[config.mk]
export PLATFORM = sky130hd
export DESIGN_NAME = attitude_sched
export DESIGN_NICKNAME = d
export VERILOG_FILES = /design/src/rtl/attitude_sched.sv
export SDC_FILE = /design/constraint.sdc
export NUM_CORES = 1
export LEC_CHECK = 0
export BUFFER_PORTS_ARGS = -buffer_cell sky130_fd_sc_hd__buf_2
export CAP_MARGIN = 40
export CORE_ASPECT_RATIO = 1.2
export CORE_MARGIN = 10
export CORE_UTILIZATION = 49
export DETAILED_ROUTE_END_ITERATION = 10
export PLACE_DENSITY = 0.83
export RECOVER_POWER = 100
export SLEW_MARGIN = 20
export SYNTH_ARGS = -nofsm -noshare
export SYNTH_HDL_FRONTEND = slang
export SYNTH_SLANG_ARGS = --single-unit
[constraint.sdc]
create_clock -name clk -period 2.9 [get_ports clk]
set_input_delay 0.58 -clock clk [delete_from_list [all_inputs] [get_ports clk]]
set_output_delay 0.58 -clock clk [all_outputs]
set_load 0.05 [all_outputs]
[src/rtl/attitude_sched.sv]
// attitude_sched: fixed-rate attitude update sequencer.
// Each tick it requests an IMU sample, integrates gyro rates onto the last
// fused attitude, strobes cmp_filter, captures the filter result and
// publishes it. The published att_* registers double as the fused state.
module attitude_sched #(
  parameter int TICK_DIV   = 100000,
  parameter int TIMEOUT    = 50000,
  parameter int RATE_SHIFT = 10,
  parameter int FILT_LAT   = 1
) (
  input  logic        clk,
  input  logic        rst_n,
  input  logic        sched_en,
  output logic        imu_req,
  input  logic        imu_done,
  input  logic        imu_err,
  input  logic [15:0] gyro_x,
  input  logic [15:0] gyro_y,
  input  logic [15:0] gyro_z,
  input  logic [23:0] acc_pitch,
  input  logic [23:0] acc_roll,
  output logic        cmp_filter_en,
  output logic [23:0] cur_pitch_gyro,
  output logic [23:0] cur_roll_gyro,
  output logic [23:0] cur_yaw_gyro,
  output logic [23:0] cur_pitch_acc,
  output logic [23:0] cur_roll_acc,
  input  logic [23:0] cur_pitch,
  input  logic [23:0] cur_roll,
  input  logic [23:0] cur_yaw,
  output logic [23:0] att_pitch,
  output logic [23:0] att_roll,
  output logic [23:0] att_yaw,
  output logic        att_valid,
  output logic [7:0]  overrun_cnt,
  output logic        timeout_err,
  output logic [7:0]  skip_cnt
);

  localparam int TW = $clog2(TICK_DIV + 1);
  localparam int OW = $clog2(TIMEOUT + 1);
  localparam int FW = $clog2(FILT_LAT + 1);
  localparam logic [TW-1:0] TICK_LAST = TW'(TICK_DIV - 1);
  localparam logic [OW-1:0] TO_LAST   = OW'(TIMEOUT - 1);
  localparam logic [FW-1:0] FILT_LAST = FW'(FILT_LAT - 1);

  typedef enum logic [2:0] {
    S_IDLE,
    S_WAIT_TICK,
    S_REQ,
    S_WAIT_IMU,
    S_INTEG,
    S_FILT,
    S_WAIT_FILT,
    S_PUBLISH
  } state_t;

  state_t        state_q, state_d;
  logic [TW-1:0] tick_cnt_q, tick_cnt_d;
  logic [OW-1:0] to_cnt_q, to_cnt_d;
  logic [FW-1:0] filt_cnt_q, filt_cnt_d;
  logic          tick;

  logic [15:0] gyro_x_q, gyro_x_d, gyro_y_q, gyro_y_d, gyro_z_q, gyro_z_d;
  logic [23:0] acc_pitch_q, acc_pitch_d, acc_roll_q, acc_roll_d;
  logic [23:0] cur_pitch_gyro_q, cur_pitch_gyro_d;
  logic [23:0] cur_roll_gyro_q, cur_roll_gyro_d;
  logic [23:0] cur_yaw_gyro_q, cur_yaw_gyro_d;
  logic [23:0] cur_pitch_acc_q, cur_pitch_acc_d;
  logic [23:0] cur_roll_acc_q, cur_roll_acc_d;
  logic [23:0] att_pitch_q, att_pitch_d, att_roll_q, att_roll_d, att_yaw_q, att_yaw_d;
  logic [7:0]  overrun_cnt_q, overrun_cnt_d, skip_cnt_q, skip_cnt_d;
  logic        timeout_err_q, timeout_err_d;

  // fused + (sign-extended rate >>> RATE_SHIFT), 25-bit sum saturated to 24 bits
  function automatic logic [23:0] integ(input logic [23:0] fused, input logic [15:0] rate);
    logic signed [24:0] step;
    logic signed [24:0] sum;
    step = 25'($signed(rate));
    step = step >>> RATE_SHIFT;
    sum  = $signed({fused[23], fused}) + step;
    if (sum[24] != sum[23]) integ = sum[24] ? 24'h800000 : 24'h7FFFFF;
    else                    integ = sum[23:0];
  endfunction

  // Tick divider: free-runs while enabled, parked at 0 otherwise
  always_comb begin
    tick       = 1'b0;
    tick_cnt_d = '0;
    if (sched_en) begin
      if (tick_cnt_q == TICK_LAST) tick = 1'b1;
      else                         tick_cnt_d = tick_cnt_q + TW'(1);
    end
  end

  // Next-state, datapath updates and strobes
  always_comb begin
    state_d          = state_q;
    to_cnt_d         = to_cnt_q;
    filt_cnt_d       = filt_cnt_q;
    gyro_x_d         = gyro_x_q;
    gyro_y_d         = gyro_y_q;
    gyro_z_d         = gyro_z_q;
    acc_pitch_d      = acc_pitch_q;
    acc_roll_d       = acc_roll_q;
    cur_pitch_gyro_d = cur_pitch_gyro_q;
    cur_roll_gyro_d  = cur_roll_gyro_q;
    cur_yaw_gyro_d   = cur_yaw_gyro_q;
    cur_pitch_acc_d  = cur_pitch_acc_q;
    cur_roll_acc_d   = cur_roll_acc_q;
    att_pitch_d      = att_pitch_q;
    att_roll_d       = att_roll_q;
    att_yaw_d        = att_yaw_q;
    overrun_cnt_d    = overrun_cnt_q;
    skip_cnt_d       = skip_cnt_q;
    timeout_err_d    = timeout_err_q;
    imu_req          = 1'b0;
    cmp_filter_en    = 1'b0;
    att_valid        = (state_q == S_PUBLISH);

    if (tick && state_q != S_WAIT_TICK && overrun_cnt_q != 8'hFF)
      overrun_cnt_d = overrun_cnt_q + 8'd1;

    // Disabling aborts everything in flight; only the tick/overrun path above
    // can act, and it is itself gated by sched_en.
    if (!sched_en) begin
      state_d = S_IDLE;
    end else begin
      case (state_q)
        S_IDLE:      state_d = S_WAIT_TICK;
        S_WAIT_TICK: if (tick) state_d = S_REQ;
        S_REQ: begin
          imu_req  = 1'b1;
          to_cnt_d = '0;
          state_d  = S_WAIT_IMU;
        end
        S_WAIT_IMU: begin
          if (imu_done) begin
            if (imu_err) begin
              if (skip_cnt_q != 8'hFF) skip_cnt_d = skip_cnt_q + 8'd1;
              state_d = S_WAIT_TICK;
            end else begin
              gyro_x_d    = gyro_x;
              gyro_y_d    = gyro_y;
              gyro_z_d    = gyro_z;
              acc_pitch_d = acc_pitch;
              acc_roll_d  = acc_roll;
              state_d     = S_INTEG;
            end
          end else if (to_cnt_q == TO_LAST) begin
            timeout_err_d = 1'b1;
            state_d       = S_WAIT_TICK;
          end else begin
            to_cnt_d = to_cnt_q + OW'(1);
          end
        end
        S_INTEG: begin
          cur_pitch_gyro_d = integ(att_pitch_q, gyro_x_q);
          cur_roll_gyro_d  = integ(att_roll_q, gyro_y_q);
          cur_yaw_gyro_d   = integ(att_yaw_q, gyro_z_q);
          cur_pitch_acc_d  = acc_pitch_q;
          cur_roll_acc_d   = acc_roll_q;
          state_d          = S_FILT;
        end
        S_FILT: begin
          cmp_filter_en = 1'b1;
          filt_cnt_d    = '0;
          state_d       = S_WAIT_FILT;
        end
        S_WAIT_FILT: begin
          if (filt_cnt_q == FILT_LAST) begin
            att_pitch_d = cur_pitch;
            att_roll_d  = cur_roll;
            att_yaw_d   = cur_yaw;
            state_d     = S_PUBLISH;
          end else begin
            filt_cnt_d = filt_cnt_q + FW'(1);
          end
        end
        S_PUBLISH:   state_d = S_WAIT_TICK;
        default:     state_d = S_IDLE;
      endcase
    end
  end

  // State and datapath registers, synchronous active-low reset
  always_ff @(posedge clk) begin
    if (!rst_n) begin
      state_q          <= S_IDLE;
      tick_cnt_q       <= '0;
      to_cnt_q         <= '0;
      filt_cnt_q       <= '0;
      gyro_x_q         <= '0;
      gyro_y_q         <= '0;
      gyro_z_q         <= '0;
      acc_pitch_q      <= '0;
      acc_roll_q       <= '0;
      cur_pitch_gyro_q <= '0;
      cur_roll_gyro_q  <= '0;
      cur_yaw_gyro_q   <= '0;
      cur_pitch_acc_q  <= '0;
      cur_roll_acc_q   <= '0;
      att_pitch_q      <= '0;
      att_roll_q       <= '0;
      att_yaw_q        <= '0;
      overrun_cnt_q    <= '0;
      skip_cnt_q       <= '0;
      timeout_err_q    <= 1'b0;
    end else begin
      state_q          <= state_d;
      tick_cnt_q       <= tick_cnt_d;
      to_cnt_q         <= to_cnt_d;
      filt_cnt_q       <= filt_cnt_d;
      gyro_x_q         <= gyro_x_d;
      gyro_y_q         <= gyro_y_d;
      gyro_z_q         <= gyro_z_d;
      acc_pitch_q      <= acc_pitch_d;
      acc_roll_q       <= acc_roll_d;
      cur_pitch_gyro_q <= cur_pitch_gyro_d;
      cur_roll_gyro_q  <= cur_roll_gyro_d;
      cur_yaw_gyro_q   <= cur_yaw_gyro_d;
      cur_pitch_acc_q  <= cur_pitch_acc_d;
      cur_roll_acc_q   <= cur_roll_acc_d;
      att_pitch_q      <= att_pitch_d;
      att_roll_q       <= att_roll_d;
      att_yaw_q        <= att_yaw_d;
      overrun_cnt_q    <= overrun_cnt_d;
      skip_cnt_q       <= skip_cnt_d;
      timeout_err_q    <= timeout_err_d;
    end
  end

  assign cur_pitch_gyro = cur_pitch_gyro_q;
  assign cur_roll_gyro  = cur_roll_gyro_q;
  assign cur_yaw_gyro   = cur_yaw_gyro_q;
  assign cur_pitch_acc  = cur_pitch_acc_q;
  assign cur_roll_acc   = cur_roll_acc_q;
  assign att_pitch      = att_pitch_q;
  assign att_roll       = att_roll_q;
  assign att_yaw        = att_yaw_q;
  assign overrun_cnt    = overrun_cnt_q;
  assign skip_cnt       = skip_cnt_q;
  assign timeout_err    = timeout_err_q;

endmodule

Word level (Yosys, flattened, before mapping)
Cells that the tools add are included.
{"block": "word_totals", "reg_bits": 342, "output_inout_bits": 212, "word_cells": 92, "inputBits": 173}
{"block": "classes", "reduce_logical": 16, "addsub": 8, "muxes": 23, "n_eq_ne": 20, "bitwise": 5}
{"operator": "2-to-1 mux 24 bit", "n": 6}
{"operator": "adder 24 x 6 -> 25 bit", "n": 3}
{"operator": "2-to-1 mux 16 bit", "n": 2}
{"operator": "one-hot mux 16 bit (2 select lines)", "n": 1}
{"operator": "one-hot mux 3 bit (7 select lines)", "n": 1}
{"operator": "adder 17 x 1 -> 17 bit, second input constant", "n": 1}
{"operator": "equality test 17 bit, second input constant", "n": 1}
{"operator": "adder 16 x 1 -> 16 bit, second input constant", "n": 1}
{"operator": "adder 8 x 1 -> 8 bit, second input constant", "n": 2}
{"operator": "equality test 16 bit, second input constant", "n": 1}
{"operator": "inequality test 8 bit, second input constant", "n": 2}
{"operator": "2-to-1 mux 3 bit", "n": 5}
{"operator": "equality test 3 bit, second input constant", "n": 4}
{"operator": "AND reduction 4 bit", "n": 3}
{"operator": "inequality test 2 bit, second input constant", "n": 4}
{"operator": "2-to-1 mux 1 bit", "n": 7}
{"operator": "equality test 3 x 2 -> 1 bit, second input constant", "n": 2}
{"operator": "AND reduction 2 bit", "n": 3}
{"operator": "AND reduction 3 bit", "n": 2}
{"operator": "inverter 1 bit", "n": 5}
{"operator": "AND reduction 5 bit", "n": 1}
{"operator": "nonzero test 2 bit", "n": 2}
{"operator": "equality test 3 x 1 -> 1 bit, second input constant", "n": 1}
{"operator": "logical NOT 3 bit", "n": 1}
{"operator": "other kinds (8)", "n": 11}

Depth between registers and ports, before layout
{"block": "depth", "ltp_word": 5, "depth_mapped": 13, "ltp_nobuf": 12}

Least setup slack after synthesis
Ideal clock, no wire load.
{"block": "synth_path", "path_kind": "reg2reg", "from": "register att_pitch_q[0] (netlist: att_pitch[0])", "to": "register cur_pitch_gyro_q[11] (netlist: cur_pitch_gyro[11])", "path_stages_with_launch": 14, "setup_time_ns": 0.086, "n_path_buf": 1, "path_slack_ns": -0.413, "t_arrival_ns": 3.228, "cell_sequence": "dfxtp_1 > ha_1 > inv_1 > fa_1 > nor2b_1 > o31a_1 > o21ai_1 > a21oi_1 > a221oi_1 > a21boi_1 > o22ai_2 > buf_2 > maj3_2 > a211oi_1"}
{"block": "synth_between", "elab_chain_cells": 3}
{"item": "from (decl)", "line": "71", "source": "logic [23:0] att_pitch_q, att_pitch_d, att_roll_q, att_roll_d, att_yaw_q, att_yaw_d;"}
{"item": "from (signal assigned)", "line": "224", "source": "att_pitch_q <= att_pitch_d;"}
{"item": "adder 24 x 6 -> 25 bit *", "line": "81", "source": "sum = $signed({fused[23], fused}) + step;"}
{"item": "2-to-1 mux 24 bit or inequality test 1 bit (tied branches)", "line": "82", "source": "if (sum[24] != sum[23]) integ = sum[24] ? 24'h800000 : 24'h7FFFFF;"}
{"item": "2-to-1 mux 24 bit *", "line": "82"}
{"item": "to (signal assigned)", "line": "219", "source": "cur_pitch_gyro_q <= cur_pitch_gyro_d;"}
{"item": "to (decl)", "line": "66", "source": "logic [23:0] cur_pitch_gyro_q, cur_pitch_gyro_d;"}
Every way passes the cells marked *; elsewhere a longest branch is shown, timed or not.
A chain may end at the register's enable or synchronous reset.

Final worst setup path
{"block": "layout_path", "from": "register att_pitch_q[1] (netlist: att_pitch[1])", "to": "register cur_pitch_gyro_q[14] (netlist: cur_pitch_gyro[14])"}
Same word-level chain as after synthesis.

==> metrics <==
outcome complete, but fails checks; violated checks setup timing; synthesis-to-finish area growth 27.0%; Core ar. 31200 sq um; Rel. slew slack 0.0911; Seq pwr share 0.472; CP peak stage delay 0.37 ns; Worst Hold End att_yaw[13]; post-synthesis cell type count 83; initial core utilization 0.493; initial antenna violation count 3; r2r endpoint cur_pitch_gyro[14]; Num Clock Sinks 311; drt wl/cell 17.9 um; Synth async-reset ratio 0; antenna-violating nets left 0; post-synth design cell area 15400 sq um; DPL Wire Length 35100 um; Clock power frac 0.507; Die Y-Extent 214 um; M3 GR Usage 0.0511; Final Util 0.627; max-cap check violation count 0; gr ovfl total 0; CTS tree done; synth warn 0; NumNets Final 2568; vias in the first global route 15.1k; Reg clk slew, reported paths 0.06 ns; Worst Reg-to-Reg Cells 11; M1 GR Usage 0.266; startpoint types flop; R2R Path Start att_pitch[1]; Iter 0 DRT Violations 1183; setup_tns -0.481 ns; Ports 385; largest net degree at the start of global routing 108; skew final 0.0153 ns; cts bufs inserted 34; busiest grt layer met2; die area 38900 sq um; GR Util met2 0.412; post-synthesis sequential area ratio 0.405; I/O Buffers 354; RSZ-0062 raised after global routing yes; Setup Crit Path Kind reg2reg; Post-Synthesis Cells 1933; Worst Path Required 3.33 ns; Comb pwr share 0.021; Clock Path Buffers 3; Power Internal 7.15 mW; worst hold margin 0.289 ns; Die Width 182 um; routed wire length 49300 um; DP Cell Count 2663; Setup crit start att_pitch[1]; CP Max Fanout 5; Yosys reg bits 311; row cnt 71; drt pass-1 iters 6; most frequent cells in the layout nand2_1 (433), a21oi_1 (289), dfxtp_1 (279), clkbuf_1 (224), buf_2 (142); Pwr per Cell Area 463 nW/um^2; critical path cell sequence ha_4 > a211oi_4 > o21a_1 > o32a_4 > o211ai_2 > a311o_2 > a221oi_4 > xor2_2 > buf_6 > maj3_2 > a211oi_2; switching part of the total 0.210; Avg Synthesized Cell Area 7.96 sq um; CTS hold repair buffers 0; Achievable Freq 334 MHz; fin crit share 1.03; commonest non-fill, non-tap cell in the layout nand2_1; Final Wtd Congestion 0.907; Most used DFF post-synth dfxtp_1; final std cells w/o fill 2745; leakage power 7.11 nW; WHS Path Cells 3; Total GRT Usage 0.233; Slew Limit Fails 0; share of layout cells above drive strength 1 0.200; r2r setup slk -0.1 ns; PnR worst setup slack -0.0959 ns; Final Hold Fails 0; hold path start cur_yaw[13]; Hold WC Path Type in2reg; Switch Pwr 1.90 mW; final setup vio count 12; Clock Latency Late Sink 0.52 ns; Root Driver clkbuf_16; H-tree depth 2; worst slew pin tran 1.36 ns; crit path max-delay cell type a311o_2; routed vias 15.5k; Via density 5.65; Post-synth EDFFs 0; syn_nets 2185; first-pass GRT wire length 76900 um; IR drop worst, VDD 0.462 mV; crit path capture type flop; Tmin final 3.00 ns; # DRC 0; Worst EP arrival 3.43 ns
[cells by family after synthesis]
group,after synthesis,synth area share
simple gates,707,0.196
compound gates,566,0.217
flops,311,0.405
buf+inv,145,0.0373
fa+ha+maj,118,0.0932
xor+xnor,77,0.0448
mux,9,0.00602
[what timing repair did]
action                     CTS  global route
resized for setup           20            77
pin swaps                    7            45
gates cloned                 0             4
setup endpoints to repair   29            71
setup buffers                2            12
[cells in the mapped netlist, types with 16 or more instances]
cell      instances  area share
ha_1             76       0.062
a21oi_1         298       0.097
a21o_1           19      0.0093
o21ai_0         103       0.034
dfxtp_1         311        0.40
or3_1            16      0.0065
nor2_1          108       0.026
nor3_1           34       0.011
a31oi_1          22      0.0089
and3_1           17      0.0069
xor2_1           38       0.022
xnor2_1          37       0.021
maj3_2           26       0.019
nand2_1         434        0.11
inv_1            36      0.0088
nand3_1          31       0.010
clkbuf_1         93       0.023
a21oi_2          21       0.012
[cell type report]
type                    count  area (sq um)
clock buffers              46           926
diodes                      3          7.51
clock inverters            15           249
inverters                  37           144
flip-flops and latches    311          6290
multi-input cells        1478          9040
well taps                 401           502
repair buffers            454          2370
fillers                  2610         11600
[power groups by stage]
| stage | logic (mW) | registers (mW) | clock network [mW] |
|---|---|---|---|
| CTS | 0.194 | 4.27 | 4.64 |
| global route | 0.213 | 4.27 | 4.82 |
| global placement | 0.190 | 4.36 | 0 |
| finish | 0.193 | 4.27 | 4.58 |
| floorplan | 0.0674 | 4.36 | 0 |
| detailed placement | 0.192 | 4.36 | 0 |
[state kept, by name, summed over array words and instances, names as in the netlist, 6 cells and up]
signal          flops
acc_roll_q         24
overrun_cnt         8
cur_roll_acc       24
skip_cnt            8
att_roll           24
tick_cnt_q         17
att_yaw            24
gyro_x_q            6
cur_pitch_acc      24
gyro_z_q            6
cur_yaw_gyro       24
att_pitch          24
cur_pitch_gyro     24
to_cnt_q           16
gyro_y_q            6
cur_roll_gyro      24
acc_pitch_q        24
[worst max path at each step]
stage	endpoint	slack, ns	cells past startpoint
5_1_grt	cur_pitch_gyro[14]	-0.23	11
3_5_place_dp	cur_pitch_gyro[6]	-0.11	12
4_1_cts	cur_pitch_gyro[12]	0.002	12
6_report	cur_pitch_gyro[14]	-0.1	11
3_3_place_gp	cur_pitch_gyro[9]	-0.03	12
2_1_floorplan	cur_pitch_gyro[11]	0.003	11
[worst max-delay path: cells and delay by family, from the launching register on]
kind / cells / cell delay [ns]
flops: 1 / 0.36
compound gates: 7 / 1.66
xor+xnor: 1 / 0.17
fa+ha+maj: 2 / 0.55
buf+inv: 1 / 0.17
[routing by layer]
metal / up-vias / part of all wire / wire (um)
li1: 7498 / - / -
met1: 7280 / 0.39 / 19400
met2: 621 / 0.50 / 24700
met3: 101 / 0.070 / 3440
met4: 2 / 0.034 / 1660
met5: - / 0.00022 / 11
[stage by stage]
stage | power (mW) | setup WS [ns] | area [sq um]
5_1_grt | 9.30 | -0.228 | 19500
4_1_cts | 9.10 | 0.00155 | 19400
3_3_place_gp | 4.55 | -0.0261 | 18100
3_5_place_dp | 4.56 | -0.111 | 18100
2_1_floorplan | 4.43 | 0.00308 | 15500
6_report | 9.04 | -0.0959 | 19500
(Power assumes the default switching activity.)
